**src/rtl/audio_att_scaler_if.sv**
```systemverilog
// Stereo PCM stream interface for audio_att_scaler.
// Carries the input frame handshake (in_*) and the scaled output frame
// handshake (out_*). The scaler connects through the slave modport; the
// frame source/sink side (e.g. a testbench or upstream glue) uses master.
interface audio_att_scaler_if #(
  parameter int SAMPLE_W = 16
);
  logic                in_valid;
  logic                in_ready;
  logic [SAMPLE_W-1:0] in_left;
  logic [SAMPLE_W-1:0] in_right;
  logic                out_valid;
  logic                out_ready;
  logic [SAMPLE_W-1:0] out_left;
  logic [SAMPLE_W-1:0] out_right;

  modport master (
    output in_valid, in_left, in_right, out_ready,
    input  in_ready, out_valid, out_left, out_right
  );

  modport slave (
    input  in_valid, in_left, in_right, out_ready,
    output in_ready, out_valid, out_left, out_right
  );
endinterface

```
**src/rtl/audio_att_scaler.sv**
```systemverilog
// audio_att_scaler
// Applies decoded NeXT attenuation (2 dB per index, 44 = mute) to a stereo
// PCM stream. A single time-shared signed x unsigned Q1.16 multiplier scales
// the left sample, then the right sample, of each accepted frame.
// Optional feature macro: RAMP_AUDIO_ATT_EN
//   defined   : the in-use index of each channel walks one step toward its
//               target every RAMP_SAMPLES accepted frames (soft volume ramp).
//   undefined : the in-use index jumps straight to the target at every
//               accepted frame and is applied to that same frame.
module audio_att_scaler #(
  parameter int SAMPLE_W     = 16,
  parameter int RAMP_SAMPLES = 64
) (
  input  logic       clk,
  input  logic       rst_n,
  input  logic       db_valid,
  input  logic       is_muted,
  input  logic [5:0] lch_db,
  input  logic [5:0] rch_db,
  audio_att_scaler_if.slave bus
);

  localparam logic [1:0] ST_IDLE  = 2'd0;
  localparam logic [1:0] ST_MUL_L = 2'd1;
  localparam logic [1:0] ST_MUL_R = 2'd2;
  localparam logic [1:0] ST_OUT   = 2'd3;

  localparam logic [5:0] IDX_MAX  = 6'd43;
  localparam logic [5:0] IDX_MUTE = 6'd44;

  localparam int PROD_W = SAMPLE_W + 18;

  if (RAMP_SAMPLES < 1) begin : g_bad_ramp_samples
    $error("audio_att_scaler: RAMP_SAMPLES must be at least 1");
  end

  // Unsigned Q1.16 gain for each attenuation index; index 44 and above is mute.
  function automatic logic [16:0] gain_rom(input logic [5:0] k);
    logic [16:0] g;
    case (k)
      6'd0:  g = 17'd65536;  6'd1:  g = 17'd52057;  6'd2:  g = 17'd41350;
      6'd3:  g = 17'd32846;  6'd4:  g = 17'd26090;  6'd5:  g = 17'd20724;
      6'd6:  g = 17'd16462;  6'd7:  g = 17'd13076;  6'd8:  g = 17'd10387;
      6'd9:  g = 17'd8250;   6'd10: g = 17'd6554;   6'd11: g = 17'd5206;
      6'd12: g = 17'd4135;   6'd13: g = 17'd3285;   6'd14: g = 17'd2609;
      6'd15: g = 17'd2072;   6'd16: g = 17'd1646;   6'd17: g = 17'd1308;
      6'd18: g = 17'd1039;   6'd19: g = 17'd825;    6'd20: g = 17'd655;
      6'd21: g = 17'd521;    6'd22: g = 17'd414;    6'd23: g = 17'd328;
      6'd24: g = 17'd261;    6'd25: g = 17'd207;    6'd26: g = 17'd165;
      6'd27: g = 17'd131;    6'd28: g = 17'd104;    6'd29: g = 17'd83;
      6'd30: g = 17'd66;     6'd31: g = 17'd52;     6'd32: g = 17'd41;
      6'd33: g = 17'd33;     6'd34: g = 17'd26;     6'd35: g = 17'd21;
      6'd36: g = 17'd16;     6'd37: g = 17'd13;     6'd38: g = 17'd10;
      6'd39: g = 17'd8;      6'd40: g = 17'd7;      6'd41: g = 17'd5;
      6'd42: g = 17'd4;      6'd43: g = 17'd3;
      default: g = 17'd0;
    endcase
    return g;
  endfunction

  // Index a channel should settle on: mute when muted or the decode is stale,
  // otherwise the requested index clamped to the last audible step.
  function automatic logic [5:0] target_idx(input logic [5:0] db,
                                             input logic dv, input logic mu);
    logic [5:0] t;
    if (mu || !dv)          t = IDX_MUTE;
    else if (db > IDX_MAX)  t = IDX_MAX;
    else                    t = db;
    return t;
  endfunction

  logic [1:0]          state;
  logic                accept;
  logic [SAMPLE_W-1:0] smp_l;
  logic [SAMPLE_W-1:0] smp_r;
  logic [5:0]          cur_l;
  logic [5:0]          cur_r;
  logic [5:0]          tgt_l;
  logic [5:0]          tgt_r;
  logic [5:0]          use_l;
  logic [5:0]          use_r;
  logic [SAMPLE_W-1:0] out_l_q;
  logic [SAMPLE_W-1:0] out_r_q;

  logic signed [SAMPLE_W-1:0] mul_a;
  logic        [16:0]         mul_g;
  logic signed [PROD_W-1:0]   mul_p;
  logic        [SAMPLE_W-1:0] scaled;
  logic                       unused_prod_bits;

  assign accept = (state == ST_IDLE) && bus.in_valid;
  assign tgt_l  = target_idx(lch_db, db_valid, is_muted);
  assign tgt_r  = target_idx(rch_db, db_valid, is_muted);

  // Frame sequencer: accept in IDLE, scale L then R, hold the result until taken.
  always_ff @(posedge clk or negedge rst_n) begin
    if (!rst_n) begin
      state <= ST_IDLE;
    end else begin
      case (state)
        ST_IDLE:  if (accept) state <= ST_MUL_L;
        ST_MUL_L: state <= ST_MUL_R;
        ST_MUL_R: state <= ST_OUT;
        ST_OUT:   if (bus.out_ready) state <= ST_IDLE;
        default:  state <= ST_IDLE;
      endcase
    end
  end

`ifdef RAMP_AUDIO_ATT_EN
  localparam int CNT_W = (RAMP_SAMPLES > 1) ? $clog2(RAMP_SAMPLES) : 1;
  localparam logic [CNT_W-1:0] CNT_LAST = CNT_W'(RAMP_SAMPLES - 1);

  logic [CNT_W-1:0] ramp_cnt;
  logic [5:0]       frm_l;
  logic [5:0]       frm_r;

  // One index step toward the target, or stay put once it is reached.
  function automatic logic [5:0] step_toward(input logic [5:0] cur,
                                              input logic [5:0] tgt);
    logic [5:0] n;
    if (cur > tgt)      n = cur - 6'd1;
    else if (cur < tgt) n = cur + 6'd1;
    else                n = cur;
    return n;
  endfunction

  // Latch the frame with the current indices, then advance the ramp so any
  // index change takes effect from the following frame.
  always_ff @(posedge clk or negedge rst_n) begin
    if (!rst_n) begin
      smp_l    <= '0;
      smp_r    <= '0;
      frm_l    <= IDX_MUTE;
      frm_r    <= IDX_MUTE;
      cur_l    <= IDX_MUTE;
      cur_r    <= IDX_MUTE;
      ramp_cnt <= '0;
    end else if (accept) begin
      smp_l <= bus.in_left;
      smp_r <= bus.in_right;
      frm_l <= cur_l;
      frm_r <= cur_r;
      if (ramp_cnt == CNT_LAST) begin
        cur_l    <= step_toward(cur_l, tgt_l);
        cur_r    <= step_toward(cur_r, tgt_r);
        ramp_cnt <= '0;
      end else begin
        ramp_cnt <= ramp_cnt + CNT_W'(1);
      end
    end
  end

  assign use_l = frm_l;
  assign use_r = frm_r;
`else
  // Latch the frame and jump straight to the target indices for this frame.
  always_ff @(posedge clk or negedge rst_n) begin
    if (!rst_n) begin
      smp_l <= '0;
      smp_r <= '0;
      cur_l <= IDX_MUTE;
      cur_r <= IDX_MUTE;
    end else if (accept) begin
      smp_l <= bus.in_left;
      smp_r <= bus.in_right;
      cur_l <= tgt_l;
      cur_r <= tgt_r;
    end
  end

  assign use_l = cur_l;
  assign use_r = cur_r;
`endif

  // Steer the shared multiplier to the channel the sequencer is working on.
  always_comb begin
    mul_a = $signed(smp_l);
    mul_g = gain_rom(use_l);
    if (state == ST_MUL_R) begin
      mul_a = $signed(smp_r);
      mul_g = gain_rom(use_r);
    end
  end

  // Gain never exceeds unity, so the floor-shifted product always fits SAMPLE_W.
  assign mul_p            = mul_a * $signed({1'b0, mul_g});
  assign scaled           = mul_p[16 +: SAMPLE_W];
  assign unused_prod_bits = ^{mul_p[15:0], mul_p[PROD_W-1:SAMPLE_W+16]};

  // Capture each scaled channel in its multiply slot; held through OUT.
  always_ff @(posedge clk or negedge rst_n) begin
    if (!rst_n) begin
      out_l_q <= '0;
      out_r_q <= '0;
    end else begin
      if (state == ST_MUL_L) out_l_q <= scaled;
      if (state == ST_MUL_R) out_r_q <= scaled;
    end
  end

  assign bus.in_ready  = (state == ST_IDLE);
  assign bus.out_valid = (state == ST_OUT);
  assign bus.out_left  = out_l_q;
  assign bus.out_right = out_r_q;

endmodule

```
**src/flat_wrapper.sv**
```systemverilog
// flat-port wrapper written by rule: the top's interface ports become plain ports
module audio_att_scaler_flat 
#(
  parameter int SAMPLE_W     = 16,
  parameter int RAMP_SAMPLES = 64
)
  (clk, rst_n, db_valid, is_muted, lch_db, rch_db, bus_in_valid, bus_in_left, bus_in_right, bus_out_ready, bus_in_ready, bus_out_valid, bus_out_left, bus_out_right);
  audio_att_scaler_if #(.SAMPLE_W(SAMPLE_W)) bus_i ();
  input  logic clk;
  input  logic rst_n;
  input  logic db_valid;
  input  logic is_muted;
  input  logic [5:0] lch_db;
  input  logic [5:0] rch_db;
  input wire logic [$bits(bus_i.in_valid)-1:0] bus_in_valid;
  input wire logic [$bits(bus_i.in_left)-1:0] bus_in_left;
  input wire logic [$bits(bus_i.in_right)-1:0] bus_in_right;
  input wire logic [$bits(bus_i.out_ready)-1:0] bus_out_ready;
  output wire logic [$bits(bus_i.in_ready)-1:0] bus_in_ready;
  output wire logic [$bits(bus_i.out_valid)-1:0] bus_out_valid;
  output wire logic [$bits(bus_i.out_left)-1:0] bus_out_left;
  output wire logic [$bits(bus_i.out_right)-1:0] bus_out_right;
  assign bus_i.in_valid = bus_in_valid;
  assign bus_i.in_left = bus_in_left;
  assign bus_i.in_right = bus_in_right;
  assign bus_i.out_ready = bus_out_ready;
  assign bus_in_ready = bus_i.in_ready;
  assign bus_out_valid = bus_i.out_valid;
  assign bus_out_left = bus_i.out_left;
  assign bus_out_right = bus_i.out_right;
  audio_att_scaler #(.SAMPLE_W(SAMPLE_W), .RAMP_SAMPLES(RAMP_SAMPLES)) u_core (.clk(clk), .rst_n(rst_n), .db_valid(db_valid), .is_muted(is_muted), .lch_db(lch_db), .rch_db(rch_db), .bus(bus_i));
endmodule
```
**config.mk**
```make
export PLATFORM = sky130hd
export DESIGN_NAME = audio_att_scaler_flat
export DESIGN_NICKNAME = d
export VERILOG_FILES = /design/src/rtl/audio_att_scaler_if.sv /design/src/rtl/audio_att_scaler.sv /design/src/flat_wrapper.sv
export SDC_FILE = /design/constraint.sdc
export NUM_CORES = 1
export LEC_CHECK = 0
export ABC_AREA = 1
export CORE_MARGIN = 4
export CORE_UTILIZATION = 60
export DETAILED_ROUTE_END_ITERATION = 6
export GPL_TIMING_DRIVEN = 1
export MAX_ROUTING_LAYER = met4
export PLACE_DENSITY = 0.89
export SYNTH_ARGS = -nofsm -noshare
export SYNTH_HDL_FRONTEND = slang
export SYNTH_SLANG_ARGS = --single-unit
```
**constraint.sdc**
```tcl
create_clock -name clk -period 20.1 [get_ports clk]
set_input_delay 2.01 -clock clk [delete_from_list [all_inputs] [get_ports clk]]
set_output_delay 2.01 -clock clk [all_outputs]
set_load 0.02 [all_outputs]
```
==> flow_summary.json, run 1 <==
{
  "num_rows": 55,
  "yosysSeqAreaShare_pct": 13.9,
  "synth_top_area_share_pct": 29.4,
  "tns_ns": 0,
  "clock.fmax_ghz": 0.122,
  "drive_gt1_share_pct": 4.40,
  "yosysWarnings": 0,
  "clkSinkCount": 78,
  "finalHoldViolations": 0,
  "areaGrowthSynthToFinish_pct": 10.0,
  "num_vias": 13000,
  "cts_buffer_depth": 2,
  "max_slew_margin_pct": 32.9,
  "dieWidth_um": 161,
  "ys.flop_type": "dfrtp_1",
  "insertion_delay_ns": 0.36,
  "syn_area_per_cell_sq_um": 7.48,
  "cts_tree": "built",
  "critPathArrivalTime_ns": 8.47,
  "hold_path.class": "register to register",
  "antenna_found_initial": 0,
  "path_clk_slew_ns": 0.06,
  "grt_max_degree": 79,
  "period_minus_slack_ns": 8.23,
  "cts_setup_buffers": 0,
  "cp_slowest_cell": "dfrtp_1",
  "nFillCells": 1926,
  "grt_pass1_vias": 13500,
  "ys_types": 53,
  "track_usage_pct": 34.9,
  "dr.pass1.iters": 6,
  "async_flop_share_pct": 100,
  "diodes": 0,
  "die_area_sq_mm": 0.0260,
  "status": "complete, no violations",
  "finClkSkew_ns": 0.0110,
  "drt_iter0_markers": 1484,
  "routed_via_density": 5.72,
  "cts_hold_buf": 0,
  "synth_edf_count": 0,
  "netlist_top_cells_area": "fa_1 (29%), dfrtp_1 (13%), nand2_1 (12%)",
  "cts_made_buffers": 9,
  "routed_wirelength_mm": 42.5,
  "rsz0062_at_grt": "no",
  "cp-end-kind": "register",
  "post-synth-top-area-cell": "fa_1",
  "critPathLaunchType": "register",
  "post_cts_resized": 0,
  "io_pins": 84,
  "grt_first_pass_wirelength_mm": 70.0,
  "crit_type": "register to register",
  "tightest_slew_ns": 1.01,
  "slew_viol_final": 0,
  "worstPathMaxFanout": 10,
  "cap_violations": 0,
  "root_buffer": "clkbuf_16",
  "slowest_delay_ns": 0.55,
  "die_height_um": 161,
  "required_ns": 20.34,
  "htreeDepth": 3,
  "setup_viol": 0,
  "coreArea_sq_mm": 0.0229,
  "nets": 2343,
  "avgRoutedWirePerCell_um": 18.8,
  "overflow": 0,
  "start_util_pct": 61.6,
  "hpwl_mm": 34.6,
  "place_congestion": 1.07,
  "ys_seq_elements": 78,
  "syn-num-nets": 2279,
  "post-route-period-util_pct": 40.9,
  "port_buffers": 83,
  "ant_nets": 0,
  "synth_cells": 1886,
  "syn-cell-area_sq_mm": 0.0141,
  "drc": 0
}
flip-flops by register name, summed over array words and instances (netlist names):
name,count
u_core.bus.out_left,16
u_core.bus.out_right,16
u_core.cur_l,6
u_core.cur_r,6
u_core.smp_l,16
u_core.smp_r,16
u_core.state,2
cells in the mapped netlist (3+ instances only):
library cell,n
nor2_1,217
a21o_1,3
buf_6,6
a31oi_1,4
ha_1,136
buf_2,12
nand3_1,70
o21a_1,4
nor2_2,3
nor3_1,16
o211ai_1,5
o2111ai_1,9
o22ai_1,8
nand3b_1,6
nand2_4,3
nand2_1,455
xnor2_1,3
a21oi_1,74
dfrtp_1,72
inv_2,13
or2_2,7
clkinv_1,14
inv_1,373
o21ai_2,3
fa_1,207
nand4_1,6
o21ai_0,67
o311ai_0,3
dfstp_2,6
o221ai_1,3
xor2_1,4
clkbuf_1,26
nand2_2,9
buf_4,3
o21ai_1,13
logic make-up after synthesis:
group / count (synthesis) / share of synthesized area (%)
and+or+nand+nor: 800 / 23.2
buffers and inverters: 448 / 12.4
DFF: 78 / 13.9
AOI/OAI and AO/OA: 210 / 8.67
adders and majority gates: 343 / 41.4
xor gates and xnor gates: 7 / 0.434
cells in the final DEF, fill, tap and decap left out, types with 4 or more instances in the layout:
cell type        netlist  final
nor2_1               217    217
inv_1                373    373
o211ai_1               5      5
o21a_1                 4      4
buf_4                  3     19
fa_1                 207    207
xor2_1                 4      4
clkinv_1              14     14
or2_2                  7      7
a31oi_1                4      4
nand3b_1               6      6
ha_1                 136    135
o22ai_1                8      8
nand2_1              455    455
o21ai_1               13     13
nor3_1                16     16
dfstp_2                6      6
a21oi_1               74     74
nand4_1                6      6
nand2_2                9      9
nand3_1               70     70
clkdlybuf4s50_1        0     82
dfrtp_1               72     72
clkbuf_16              0      9
inv_2                 13     13
o21ai_0               67     67
o2111ai_1              9      8
metrics by stage:
stage	area, sq um	utilization (%)	setup slack (ns)	std cells	hold slack (ns)
finish	15500	67.7	11.87	2268	0.481
global route	15500	67.7	11.56	2268	0.500
CTS	15500	67.7	12.17	2268	0.483
detailed placement	15200	66.4	12.20	2252	0.464
global placement	15200	66.4	12.14	2252	0.456
floorplan	14100	-	13.48	1886	0.441
worst max-delay path, delay by kind of cell (launching register included):
family | cells | cell delay, ns
adders and majority gates | 8 | 3.53
and+or+nand+nor | 11 | 2.18
buffers and inverters | 7 | 1.01
DFF | 1 | 0.55
AOI/OAI and AO/OA | 3 | 0.83
path summary, 6_finish.rpt:
check / from / to / slack, ns / depth (start not counted)
hold reg to reg: u_core.smp_r[14]$_DFFE_PN0P_ / u_core.smp_r[14]$_DFFE_PN0P_ / 0.48 / 2
min in group asynchronous: rst_n / u_core.smp_r[11]$_DFFE_PN0P_ / 1.81 / 1
setup / recovery: u_core.cur_r[0]$_DFFE_PN0P_ / u_core.bus.out_left[4]$_DFFE_PN0N_ / 11.87 / 29
hold / removal: u_core.smp_r[14]$_DFFE_PN0P_ / u_core.smp_r[14]$_DFFE_PN0P_ / 0.48 / 2
max in group asynchronous: rst_n / u_core.bus.out_left[0]$_DFFE_PN0N_ / 17.62 / 1
setup reg to reg: u_core.cur_r[0]$_DFFE_PN0P_ / u_core.bus.out_left[4]$_DFFE_PN0N_ / 11.87 / 29
layer usage:
metal | vias to the layer above | part of all wire, % | wire (um) | track usage (%)
met2 | 802 | 44 | 18700 | 52.0
met4 | 0 | 3.4 | 1450 | 11.1
met1 | 6175 | 40 | 17200 | 48.1
li1 | 5870 | - | - | -
met5 | - | 0 | 0 | -
met3 | 126 | 12 | 5170 | 7.71
area by class of cell:
type	count	area, sq um	share of cell area [%]
clock buffers	10	229	1.47
clock inverters	6	70.1	0.451
inverters	400	1500	9.67
multi-input cells	1360	10400	67.1
flip-flops and latches	78	1960	12.6
well taps	313	392	2.52
repair buffers	101	963	6.21
Power of run 1 is left out: the tool's default activity adds up to more than one toggle a clock period on the data nets, which glitch-free logic cannot reach.
==> run 2, diff against run 1 <==
- clock period: 20.1 -> 8.3 ns (I/O delays scaled with it)
==> flow_summary.json, run 2 (synthesis gave the netlist of run 1 again) <==
{
  "status": "complete, no violations",
  "start_util_pct": 61.6,
  "grt_max_degree": 79,
  "finClkSkew_ns": 0.00690,
  "path_clk_slew_ns": 0.07,
  "hold_path.class": "register to register",
  "ant_nets": 0,
  "routed_wirelength_mm": 43.5,
  "setup_viol": 0,
  "clkSinkCount": 78,
  "port_buffers": 83,
  "dr.pass1.iters": 7,
  "rsz0062_at_grt": "no",
  "die_height_um": 161,
  "tns_ns": 0,
  "coreArea_sq_mm": 0.0229,
  "num_rows": 55,
  "finalHoldViolations": 0,
  "drive_gt1_share_pct": 5.27,
  "critPathLaunchType": "register",
  "antenna_found_initial": 0,
  "clock.fmax_ghz": 0.127,
  "num_vias": 13100,
  "routed_via_density": 5.73,
  "avgRoutedWirePerCell_um": 19.0,
  "hpwl_mm": 35.3,
  "max_slew_margin_pct": 33.0,
  "cts_buffer_depth": 2,
  "dp.cells": 2271,
  "met3_length_mm": 4.88,
  "drt_iter0_markers": 1250,
  "worstPathMaxFanout": 47,
  "stdcell_count": 2287,
  "insertion_delay_ns": 0.36,
  "track_usage_pct": 35.6,
  "layout_commonest_cell": "nand2_1",
  "die_area_sq_mm": 0.0260,
  "diodes": 0,
  "cp-end-kind": "register",
  "tightest_slew_ns": 1.00,
  "critPathArrivalTime_ns": 8.10,
  "nets": 2362,
  "cap_violations": 0,
  "io_pins": 84,
  "root_buffer": "clkbuf_16",
  "grt_pass1_vias": 13600,
  "areaGrowthSynthToFinish_pct": 11.0,
  "post-route-period-util_pct": 94.7,
  "htreeDepth": 3,
  "overflow": 0,
  "grt_first_pass_wirelength_mm": 70.6,
  "top_layer": "met4",
  "cts_tree": "built",
  "required_ns": 8.55,
  "crit_type": "register to register",
  "slew_viol_final": 0,
  "mostFrequentLayoutCells": "nand2_1 (455), inv_1 (373), nor2_1 (217)",
  "period_minus_slack_ns": 7.86,
  "drc": 0,
  "place_congestion": 1.03,
  "met1_length_mm": 17.3,
  "cts_made_buffers": 9,
  "met2_length_mm": 19.4,
  "cts_hold_buf": 0,
  "dieWidth_um": 161
}
run 2: changes by cell type in the layout (fill, tap and decap cells not counted), sizes merged:
| cell | before | now |
|---|---|---|
| clkinvlp | 0 | 3 |
| clkinv | 17 | 14 |
| buf | 19 | 38 |
run 2: worst paths after layout:
kind	startpoint	end	slack (ns)	cells past startpoint
setup / recovery	u_core.state[0]$_DFFE_PN0P_	u_core.bus.out_right[4]$_DFFE_PN0P_	0.44	27
hold / removal	u_core.smp_l[15]$_DFFE_PN0P_	u_core.smp_l[15]$_DFFE_PN0P_	0.48	2
setup reg to reg	u_core.state[0]$_DFFE_PN0P_	u_core.bus.out_right[4]$_DFFE_PN0P_	0.44	27
hold reg to reg	u_core.smp_l[15]$_DFFE_PN0P_	u_core.smp_l[15]$_DFFE_PN0P_	0.48	2
max in group asynchronous	rst_n	u_core.bus.out_left[10]$_DFFE_PN0N_	7.01	1
min in group asynchronous	rst_n	u_core.smp_r[12]$_DFFE_PN0P_	0.63	1
run 2: metrics by stage:
step / hold WS [ns] / util (%) / worst slack, ns / instance area, sq um
floorplan: 0.441 / - / 1.68 / 14100
global placement: 0.460 / 67.0 / 0.753 / 15400
detailed placement: 0.462 / 67.0 / 0.728 / 15400
CTS: 0.480 / 68.3 / 0.685 / 15700
global route: 0.507 / 68.3 / 0.147 / 15700
finish: 0.476 / 68.3 / 0.444 / 15700
run 2: layout make-up:
cell class / count / area (sq um)
clock buffers: 10 / 229
clock inverters: 6 / 70.1
fillers: 1943 / 7260
inverters: 400 / 1500
multi-input cells: 1360 / 10400
flip-flops and latches: 78 / 1960
well taps: 313 / 392
repair buffers: 120 / 1110
run 2: timing repair:
item,CTS,global route
endpoints found under the setup margin,0,4
resized for setup,0,1
hold endpoints to repair,0,0
buffers inserted,0,0
run 2: metal layers:
metal  global-route usage (%)  vias to the layer above
met5                        -                        -
met4                     13.5                        0
met3                     9.72                      149
met2                     53.5                      753
met1                     46.3                     6275
li1                         -                     5919
run 2: worst max-delay path, cell delays in order, from the launching register on:
cell	delay, ns
dfrtp_1	0.41
inv_1	0.12
ha_2	0.20
buf_4	0.51
buf_4	0.33
nand2_1	0.07
o21ai_1	0.51
clkinv_1	0.17
buf_4	0.24
nor2_1	0.15
fa_1	0.44
inv_1	0.09
fa_1	0.38
inv_1	0.07
fa_1	0.46
fa_1	0.54
fa_1	0.44
fa_1	0.46
ha_1	0.36
a21oi_1	0.15
inv_1	0.08
a31oi_1	0.25
o21ai_0	0.23
a21oi_1	0.18
o21ai_0	0.30
or2_2	0.41
nand3_1	0.10
nand2_1	0.06
Power of run 2 is left out for the same reason.
